`src/rtl/mac_serial2d_pkg.sv`:
```
// Shared types, default sizing and helpers for the self-sequenced 2D digit-serial MAC.
package mac_serial2d_pkg;

  typedef enum logic [1:0] {
    IDLE = 2'd0,
    MULT = 2'd1,
    ACCU = 2'd2
  } mac_state_e;

  localparam int DEF_MAX_BITS = 32'd8;
  localparam int DEF_DIGIT    = 32'd2;
  localparam int DEF_ACC_W    = 32'd20;

  function automatic int unsigned num_digits(input int unsigned prec);
    return prec + 32'd1;
  endfunction

endpackage

```
`src/rtl/mac_serial2d_digit_pe.sv`:
```
// DIGIT x DIGIT digit multiplier (weight digit optionally signed) aligned into the
// 2*MAX_BITS product domain; arithmetic is modulo 2^(2*MAX_BITS).
module mac_serial2d_digit_pe
  import mac_serial2d_pkg::*;
#(
  parameter int MAX_BITS = DEF_MAX_BITS,
  parameter int DIGIT    = DEF_DIGIT,
  parameter int POS_W    = 32'd3
) (
  input  logic [DIGIT-1:0]      w_dig_i,
  input  logic [DIGIT-1:0]      a_dig_i,
  input  logic                  w_signed_i,
  input  logic [POS_W-1:0]      pos_i,
  output logic [2*MAX_BITS-1:0] pp_o
);

  localparam int PROD_W = 2 * MAX_BITS;

  logic [PROD_W-1:0] w_ext_s;
  logic [PROD_W-1:0] a_ext_s;
  logic [PROD_W-1:0] prod_s;

  // Extend both digits to product width, multiply, then align to digit position.
  always_comb begin
    if (w_signed_i) begin
      w_ext_s = {{(PROD_W-DIGIT){w_dig_i[DIGIT-1]}}, w_dig_i};
    end else begin
      w_ext_s = {{(PROD_W-DIGIT){1'b0}}, w_dig_i};
    end
    a_ext_s = {{(PROD_W-DIGIT){1'b0}}, a_dig_i};
    prod_s  = w_ext_s * a_ext_s;
    pp_o    = prod_s << (pos_i * DIGIT);
  end

endmodule

```
`src/rtl/mac_serial2d_seq.sv`:
```
// Self-sequenced 2D multi-bit-serial MAC with valid/ready on both sides.
// Optional build macro: MAC_SERIAL2D_SAT_EN (saturating accumulation instead of wrap).
module mac_serial2d_seq
  import mac_serial2d_pkg::*;
#(
  parameter int MAX_BITS = DEF_MAX_BITS,
  parameter int DIGIT    = DEF_DIGIT,
  parameter int ACC_W    = DEF_ACC_W,
  parameter int PW       = $clog2(MAX_BITS / DIGIT)
) (
  input  logic                clk,
  input  logic                rst_n,
  input  logic                in_valid,
  output logic                in_ready,
  input  logic [MAX_BITS-1:0] w,
  input  logic [MAX_BITS-1:0] a,
  input  logic [PW-1:0]       w_prec,
  input  logic [PW-1:0]       a_prec,
  input  logic                acc_clr,
  input  logic                acc_last,
  output logic                out_valid,
  input  logic                out_ready,
  output logic [ACC_W-1:0]    z
);

  localparam int PROD_W = 2 * MAX_BITS;

  mac_state_e          state_q, state_d;
  logic [MAX_BITS-1:0] w_q, w_d, a_q, a_d;
  logic [PW-1:0]       wp_q, wp_d, ap_q, ap_d;
  logic [PW-1:0]       i_q, i_d, j_q, j_d;
  logic                clr_q, clr_d, last_q, last_d;
  logic [PROD_W-1:0]   prod_q, prod_d;
  logic [ACC_W-1:0]    acc_q, acc_d, z_q, z_d;
  logic                out_valid_q, out_valid_d;
  logic                in_ready_q, in_ready_d;

  logic [PW:0]         pos_s;
  logic                w_sign_s;
  logic [PROD_W-1:0]   pp_s;
  logic [ACC_W-1:0]    prod_ext_s, acc_base_s, acc_sum_s;

  assign pos_s    = {1'b0, i_q} + {1'b0, j_q};
  assign w_sign_s = ((32'(j_q) + 32'd1) == num_digits(32'(wp_q)));

  mac_serial2d_digit_pe #(
    .MAX_BITS (MAX_BITS),
    .DIGIT    (DIGIT),
    .POS_W    (PW + 1)
  ) u_pe (
    .w_dig_i    (w_q[j_q*DIGIT +: DIGIT]),
    .a_dig_i    (a_q[i_q*DIGIT +: DIGIT]),
    .w_signed_i (w_sign_s),
    .pos_i      (pos_s),
    .pp_o       (pp_s)
  );

`ifdef MAC_SERIAL2D_SAT_EN
  logic [ACC_W:0] acc_wide_s;
`endif

  // Accumulator adder: optional clear, sign-extended product, wrap or saturate.
  always_comb begin
    prod_ext_s = {{(ACC_W-PROD_W){prod_q[PROD_W-1]}}, prod_q};
    if (clr_q) begin
      acc_base_s = '0;
    end else begin
      acc_base_s = acc_q;
    end
`ifdef MAC_SERIAL2D_SAT_EN
    acc_wide_s = {acc_base_s[ACC_W-1], acc_base_s} + {prod_ext_s[ACC_W-1], prod_ext_s};
    if (acc_wide_s[ACC_W] != acc_wide_s[ACC_W-1]) begin
      if (acc_wide_s[ACC_W]) begin
        acc_sum_s = {1'b1, {(ACC_W-1){1'b0}}};
      end else begin
        acc_sum_s = {1'b0, {(ACC_W-1){1'b1}}};
      end
    end else begin
      acc_sum_s = acc_wide_s[ACC_W-1:0];
    end
`else
    acc_sum_s = acc_base_s + prod_ext_s;
`endif
  end

  // Sequencer: operand capture, digit-pair walk (weight inner), accumulate, output hold.
  always_comb begin
    state_d     = state_q;
    w_d         = w_q;
    a_d         = a_q;
    wp_d        = wp_q;
    ap_d        = ap_q;
    i_d         = i_q;
    j_d         = j_q;
    clr_d       = clr_q;
    last_d      = last_q;
    prod_d      = prod_q;
    acc_d       = acc_q;
    z_d         = z_q;
    out_valid_d = out_valid_q;

    if (out_valid_q && out_ready) begin
      out_valid_d = 1'b0;
    end else begin
      out_valid_d = out_valid_q;
    end

    case (state_q)
      IDLE: begin
        if (in_valid && in_ready_q) begin
          w_d     = w;
          a_d     = a;
          wp_d    = w_prec;
          ap_d    = a_prec;
          clr_d   = acc_clr;
          last_d  = acc_last;
          prod_d  = '0;
          i_d     = '0;
          j_d     = '0;
          state_d = MULT;
        end else begin
          state_d = IDLE;
        end
      end
      MULT: begin
        prod_d = prod_q + pp_s;
        if (j_q == wp_q) begin
          j_d = '0;
          if (i_q == ap_q) begin
            i_d     = '0;
            state_d = ACCU;
          end else begin
            i_d = i_q + PW'(1'b1);
          end
        end else begin
          j_d = j_q + PW'(1'b1);
        end
      end
      ACCU: begin
        acc_d = acc_sum_s;
        if (last_q) begin
          z_d         = acc_sum_s;
          out_valid_d = 1'b1;
        end else begin
          z_d = z_q;
        end
        state_d = IDLE;
      end
      default: begin
        state_d = IDLE;
      end
    endcase

    in_ready_d = (state_d == IDLE) && !out_valid_d;
  end

  // State and datapath registers; reset discards any in-flight operands.
  always_ff @(posedge clk or negedge rst_n) begin
    if (!rst_n) begin
      state_q     <= IDLE;
      w_q         <= '0;
      a_q         <= '0;
      wp_q        <= '0;
      ap_q        <= '0;
      i_q         <= '0;
      j_q         <= '0;
      clr_q       <= 1'b0;
      last_q      <= 1'b0;
      prod_q      <= '0;
      acc_q       <= '0;
      z_q         <= '0;
      out_valid_q <= 1'b0;
      in_ready_q  <= 1'b0;
    end else begin
      state_q     <= state_d;
      w_q         <= w_d;
      a_q         <= a_d;
      wp_q        <= wp_d;
      ap_q        <= ap_d;
      i_q         <= i_d;
      j_q         <= j_d;
      clr_q       <= clr_d;
      last_q      <= last_d;
      prod_q      <= prod_d;
      acc_q       <= acc_d;
      z_q         <= z_d;
      out_valid_q <= out_valid_d;
      in_ready_q  <= in_ready_d;
    end
  end

  assign in_ready  = in_ready_q;
  assign out_valid = out_valid_q;
  assign z         = z_q;

endmodule
```
`config.mk`:
```
export PLATFORM = sky130hd
export DESIGN_NAME = mac_serial2d_seq
export DESIGN_NICKNAME = d
export VERILOG_FILES = /design/src/rtl/mac_serial2d_pkg.sv /design/src/rtl/mac_serial2d_digit_pe.sv /design/src/rtl/mac_serial2d_seq.sv
export SDC_FILE = /design/constraint.sdc
export NUM_CORES = 1
export LEC_CHECK = 0
export CORE_ASPECT_RATIO = 0.6
export CORE_MARGIN = 2
export CORE_UTILIZATION = 59
export DETAILED_ROUTE_END_ITERATION = 10
export PLACE_DENSITY = 0.88
export SYNTH_ARGS = -nofsm -noshare
export SYNTH_HDL_FRONTEND = slang
export SYNTH_SLANG_ARGS = --single-unit
```
`constraint.sdc`:
```
create_clock -name clk -period 6.34 [get_ports clk]
set_clock_uncertainty 0.1 [all_clocks]
set_input_delay 0.634 -clock clk [delete_from_list [all_inputs] [get_ports clk]]
set_output_delay 0.634 -clock clk [all_outputs]
set_load 0.02 [all_outputs]
```
### Word level (Yosys, flattened, before mapping)

Index checks and enable logic that the tools add are counted.

* bits in latches: 0
* bits in writable memories: 0
* word-level logic and storage cells: 60
* ROM bits: 0
* memories: 0
* bits in registers: 86
* input bits: 26
* output and inout bits: 22

* bitwise gates (word level): 0
* divide/modulo/power cells: 0
* multipliers: 1
* multiplexer cells: 17
* shift-type cells: 3
* $add $sub $neg: 7
* reduce and logical (&&, ||, !) cells: 11
* eq/ne operators: 7
* $lt $le $gt $ge: 0

Operators with widths (count)
* two-way mux 16 bit: 2
* one-hot mux 16 bit (2 select lines): 1
* adder 20 bit: 1
* two-way mux 20 bit: 1
* adder 16 bit: 1
* multiplier 16 x 2 -> 16 bit: 1
* variable part select 8 x 4 -> 2 bit: 2
* << shifter 16 x 4 -> 16 bit: 1
* two-way mux 2 bit: 6
* one-hot mux 2 bit (2 select lines): 3
* adder 2 x 1 -> 3 bit (second input constant): 2
* AND reduction 2 bit: 3
* adder 2 x 1 -> 2 bit (second input constant): 2
* == test 2 bit: 2
* zero test 2 bit: 2
* two-way mux 1 bit: 4
* != test 2 bit (second input constant): 2
* adder 2 x 2 -> 3 bit: 1
* == test 3 bit: 1
* logical AND 1 bit: 3
* AND reduction 3 bit: 1
* == test 2 x 1 -> 1 bit (second input constant): 1
* == test 2 bit (second input constant): 1
* nonzero test 2 bit: 1
* zero test 1 bit: 1

### Longest topological paths before layout

* depth after elaboration: 7
* depth in mapped cells: 23

### Cells and area by module

Synthesis repeated with hierarchy kept, for this count alone.

* cells, all modules: 675
* area, all modules: 6164.7 µm²

Modules (own cells, without submodules)
* mac_serial2d_seq: area each 5446.5 µm², cells each 571, instances 1
* mac_serial2d_digit_pe: area each 718.2 µm², cells each 104, instances 1

### Worst setup path after synthesis

OpenSTA, ideal clock, no wires.

* kind: reg-to-reg
* from: register i_q[0]
* to: register prod_q[15]
* stages on the path, launching flop included: 22
* arrival: 4.559 ns
* data required time: 6.109 ns
* clock period less this slack: 4.790 ns
* slack: 1.550 ns
* cells stage by stage: dfrtp_1 -> clkbuf_1 -> mux4_2 -> and2_1 -> ha_1 -> fa_1 -> inv_1 -> fa_1 -> inv_1 -> fa_1 -> mux2_2 -> a21oi_1 -> o22ai_1 -> ha_1 -> and2_1 -> a221oi_1 -> o21ai_1 -> a21oi_1 -> nor3_1 -> o22ai_1 -> xnor2_1 -> o21ai_1

* cells in the longest elaborated chain, start to end: 5
* elaborated cells on any way between the ends: 6

Ends and longest elaborated chain
* from (decl): line mac_serial2d_seq.sv:31 `logic [PW-1:0] i_q, i_d, j_q, j_d;`
* from (signal assigned): line mac_serial2d_seq.sv:180 `i_q <= i_d;`
* variable part select 8 x 4 -> 2 bit: line mac_serial2d_seq.sv:52 `.a_dig_i (a_q[i_q*DIGIT +: DIGIT]),`
* multiplier 16 x 2 -> 16 bit: line mac_serial2d_digit_pe.sv:31 `prod_s = w_ext_s * a_ext_s;`
* << shifter 16 x 4 -> 16 bit (*): line mac_serial2d_digit_pe.sv:32 `pp_o = prod_s << (pos_i * DIGIT);`
* adder 16 bit (*): line mac_serial2d_seq.sv:126 `prod_d = prod_q + pp_s;`
* one-hot mux 16 bit (2 select lines) (*): line mac_serial2d_seq.sv:108 `case (state_q)`
* to (signal assigned): line mac_serial2d_seq.sv:184 `prod_q <= prod_d;`
* to (decl): line mac_serial2d_seq.sv:33 `logic [PROD_W-1:0] prod_q, prod_d;`

Every way passes the cells marked *; elsewhere a longest branch is shown, timed or not.
A chain may end at the register's enable or synchronous reset.

### Worst setup path in the final report

* from: register j_q[0]
* to: register prod_q[15]

* cells in the longest elaborated chain, start to end: 7
* elaborated cells on any way between the ends: 9

Ends and longest elaborated chain
* from (decl): line mac_serial2d_seq.sv:31
* from (signal assigned): line mac_serial2d_seq.sv:181 `j_q <= j_d;`
* adder 2 x 1 -> 3 bit: line mac_serial2d_seq.sv:44 `assign w_sign_s = ((32'(j_q) + 32'd1) == num_digits(32'(wp_q)));`
* == test 3 bit: line mac_serial2d_seq.sv:44
* two-way mux 16 bit: line mac_serial2d_digit_pe.sv:25 `if (w_signed_i) begin`
* multiplier 16 x 2 -> 16 bit: line mac_serial2d_digit_pe.sv:31
* << shifter 16 x 4 -> 16 bit (*): line mac_serial2d_digit_pe.sv:32
* adder 16 bit (*): line mac_serial2d_seq.sv:126
* one-hot mux 16 bit (2 select lines) (*): line mac_serial2d_seq.sv:108

Marked as above.

==> results by group <==
Floorplan
  • Initial Util: 61.1%
  • Placeable Area: 9260 um^2
  • # rows: 27
  • Die area: 10400 um^2
  • Die Span Y: 79.9 um
  • Num ports: 48
  • Die width: 130 um

Critical path
  • Critical Path RT: 6.43 ns
  • Worst-path cell chain: mux4_2, and4_1, and2_1, fa_1, inv_1, fa_1, inv_1, fa_1, mux2_2, a21oi_1, o22ai_1, ha_1, and2_1, a221oi_1, o21ai_1, a21oi_1, nor3_1, o22ai_1, xnor2_1, o21ai_1
  • Crit path buf inv count: 2
  • Endpoint type of the worst setup path: flip-flop
  • Slowest CP cell: mux4_2
  • Most frequent CP cell: fa_1
  • Cell family with the largest share of critical-path delay: adder cells
  • CP max FO: 7
  • Kind of critical path: flip-flop to flip-flop
  • Reg2reg path depth: 20
  • Critical path depth in cells: 20
  • Worst EP arrival: 5.40 ns
  • Critical path startpoint category: flip-flop
  • Crit-path max cell delay: 0.59 ns

Logic synthesis
  • Mapped Avg Cell Area: 9.45 um^2
  • Synthesized cell area: 5660 um^2
  • #FFs+latches synth: 86
  • Largest area contributor in the netlist: dfrtp_1
  • Area contributors post-synth: dfrtp_1 (38%), ha_1 (9.1%), mux2_2 (5.8%), nand2_1 (5.3%), o21ai_0 (4.4%)
  • Async S/R FF share, synth: 100%
  • Number of enable flip-flop cells after synthesis: 0
  • Synth top area share: 38.0%
  • Mapped Nets: 675
  • Register area share after synthesis: 38.0%
  • Synth Warn #: 0
  • Predominant post-synthesis flop cell: dfrtp_1
  • Syn Inst Count: 599
  • Unique masters post-synth: 49

Global routing
  • Number of global-route vias before repair: 4639
  • Residual overflow from global routing: 0
  • Initial antenna violation count: 0
  • First-pass GRT wire length: 22.1 mm
  • GRT Util Overall: 27.1%
  • Largest net degree at the start of global routing: 87

STA
  • TNS Setup: 0 ns
  • Final hold vios: 0
  • Unrepaired setup endpoints after global routing: no
  • Endpoints failing setup: 0
  • Slew @ Worst Pin: 1.07 ns
  • Fmax: 189 MHz
  • Max-slew violation count: 0
  • Fin crit share: 83.6%
  • Tmin final: 5.30 ns
  • Slew Limit Headroom: 28.5%

Routing
  • Starting DRT DRC Count: 285
  • Final wirelength: 13.2 mm
  • Wire per inst: 17.2 um
  • Final ANT Viol Nets: 0
  • Vias: 4638
  • Pre-Repair DR Iteration Count: 5
  • Vias per std cell: 6.02
  • Drc violations: 0

Clock tree
  • Postcts setup bufs: 0
  • Clock root buffer: clkbuf_16
  • H-tree levels: 3
  • Sink Count: 86
  • CTS tree: built
  • Post-CTS Resized: 0
  • Max clock buf depth: 2
  • TritonCTS Buffers: 9
  • Clk_lat worst skew: 0.35 ns
  • CTS Hold Bufs: 0
  • Worst-path clk slew: 0.06 ns

Layout
  • Multi-input logic area: 3360 um^2
  • Share of layout cells above drive strength 1: 9.06%
  • Layout filler cell count: 704
  • Area Growth Syn to Fin: 15.0%
  • Antenna cells: 0
  • Sequential Area: 2150 um^2
  • Nets@finish: 711

Min path
  • Hold crit path type: input port to async pin

Place
  • RD Place Congestion: 0.919
  • Hpwl dp: 9.34 mm
  • IO Port Bufs: 47

Outcome
  • Outcome: complete, no violations

Flow run
  • Max_cap viols: 0
## path summary, 6_finish.rpt
kind / start / end / slack [ns]
min in group clk: acc_q[6] / acc_q[6] / 0.38
setup / recovery: j_q[0] / prod_q[15] / 1.04
setup reg to reg: j_q[0] / prod_q[15] / 1.04
hold reg to reg: acc_q[6] / acc_q[6] / 0.38
hold / removal: rst_n / prod_q[15] / 0.37
max in group asynchronous: rst_n / w_q[6] / 5.07
## worst reg2reg max path, delay by kind of cell, from the launching register on
kind | cells | cell delay, ns
simple gates | 4 | 0.66
buf+inv | 2 | 0.14
xor+xnor | 1 | 0.15
fa+ha+maj | 4 | 1.51
mux | 2 | 0.90
flops | 1 | 0.52
compound gates | 7 | 1.14
## final cells by class
cell class,count,share of cell area (%)
multi-input combinational,472,51.6
sequential,86,33.1
timing repair buffer,50,7.54
clock buffer,10,3.67
tap,130,2.50
inverter,16,0.923
clock inverter,6,0.692
## Yosys cell counts, types with 10 or more instances
library cell	count
nor2b_1	23
nand2_1	80
clkbuf_1	24
a21oi_1	36
ha_1	41
inv_1	15
xor2_1	17
o21ai_1	15
xnor2_1	21
nor2_1	26
o21ai_0	50
o22ai_1	14
a21o_1	15
and2_1	10
mux2_2	29
dfrtp_1	86
nor3_1	13
## metrics by stage
step	setup slack, ns	area [um^2]	hold WS [ns]	std cells	utilization, %
2_1_floorplan	1.55	5660	0.238	599	-
3_3_place_gp	1.40	6220	0.357	754	67.2
3_5_place_dp	1.14	6220	0.370	754	67.2
4_1_cts	1.12	6510	0.385	770	70.3
5_1_grt	0.760	6510	0.405	770	70.3
6_report	1.04	6510	0.372	770	70.3
## cell usage in the layout, fill, tap and decap left out, drive strengths merged, types with 2 or more instances in the layout
cell	synthesis	final
a211oi	8	8
a21o	15	15
a21oi	36	36
a311oi	2	2
a31oi	4	4
and2	10	10
and3	3	3
buf	1	4
clkbuf	24	10
clkdlybuf4s50	0	46
clkinv	1	3
clkinvlp	0	3
dfrtp	86	86
fa	9	9
ha	41	41
inv	15	16
mux2	29	29
mux2i	4	4
mux4	4	4
nand2	80	80
nand2b	9	9
nand3	6	6
nand4	2	2
nor2	27	27
nor2b	23	23
nor3	13	13
nor3b	2	2
o2111ai	2	2
o21a	5	5
o21ai	65	65
o21bai	5	5
o22ai	14	14
o31ai	3	3
xnor2	21	21
xor2	17	17
## registers in the layout (all words and copies together), names as in the netlist
signal     cells
clr_q          1
j_q            2
acc_q         20
prod_q        16
in_ready       1
ap_q           2
out_valid      1
z             20
last_q         1
state_q        2
w_q            8
i_q            2
wp_q           2
a_q            8
## routing by layer
metal / routed length, um / vias up / global-route usage (%)
met4: 325 / 0 / 8.62
met1: 5910 / 2224 / 35.3
met5: 0 / - / 0
met2: 6070 / 184 / 44.3
met3: 922 / 38 / 7.57
li1: - / 2192 / -
## cell families after synthesis
| family | after synthesis | share of synthesized area [%] |
|---|---|---|
| multiplexers | 37 | 8.07 |
| AND/OR/NAND/NOR | 180 | 15.1 |
| AO/OA/AOI/OAI | 166 | 17.6 |
| buffers and inverters | 41 | 2.72 |
| XOR/XNOR | 39 | 6.28 |
| adder cells (fa/ha/maj) | 50 | 12.3 |
| flip-flops | 86 | 38.0 |
Power is left out: the tool's default activity adds up to more than one toggle a clock period on the data nets, which glitch-free logic cannot reach.
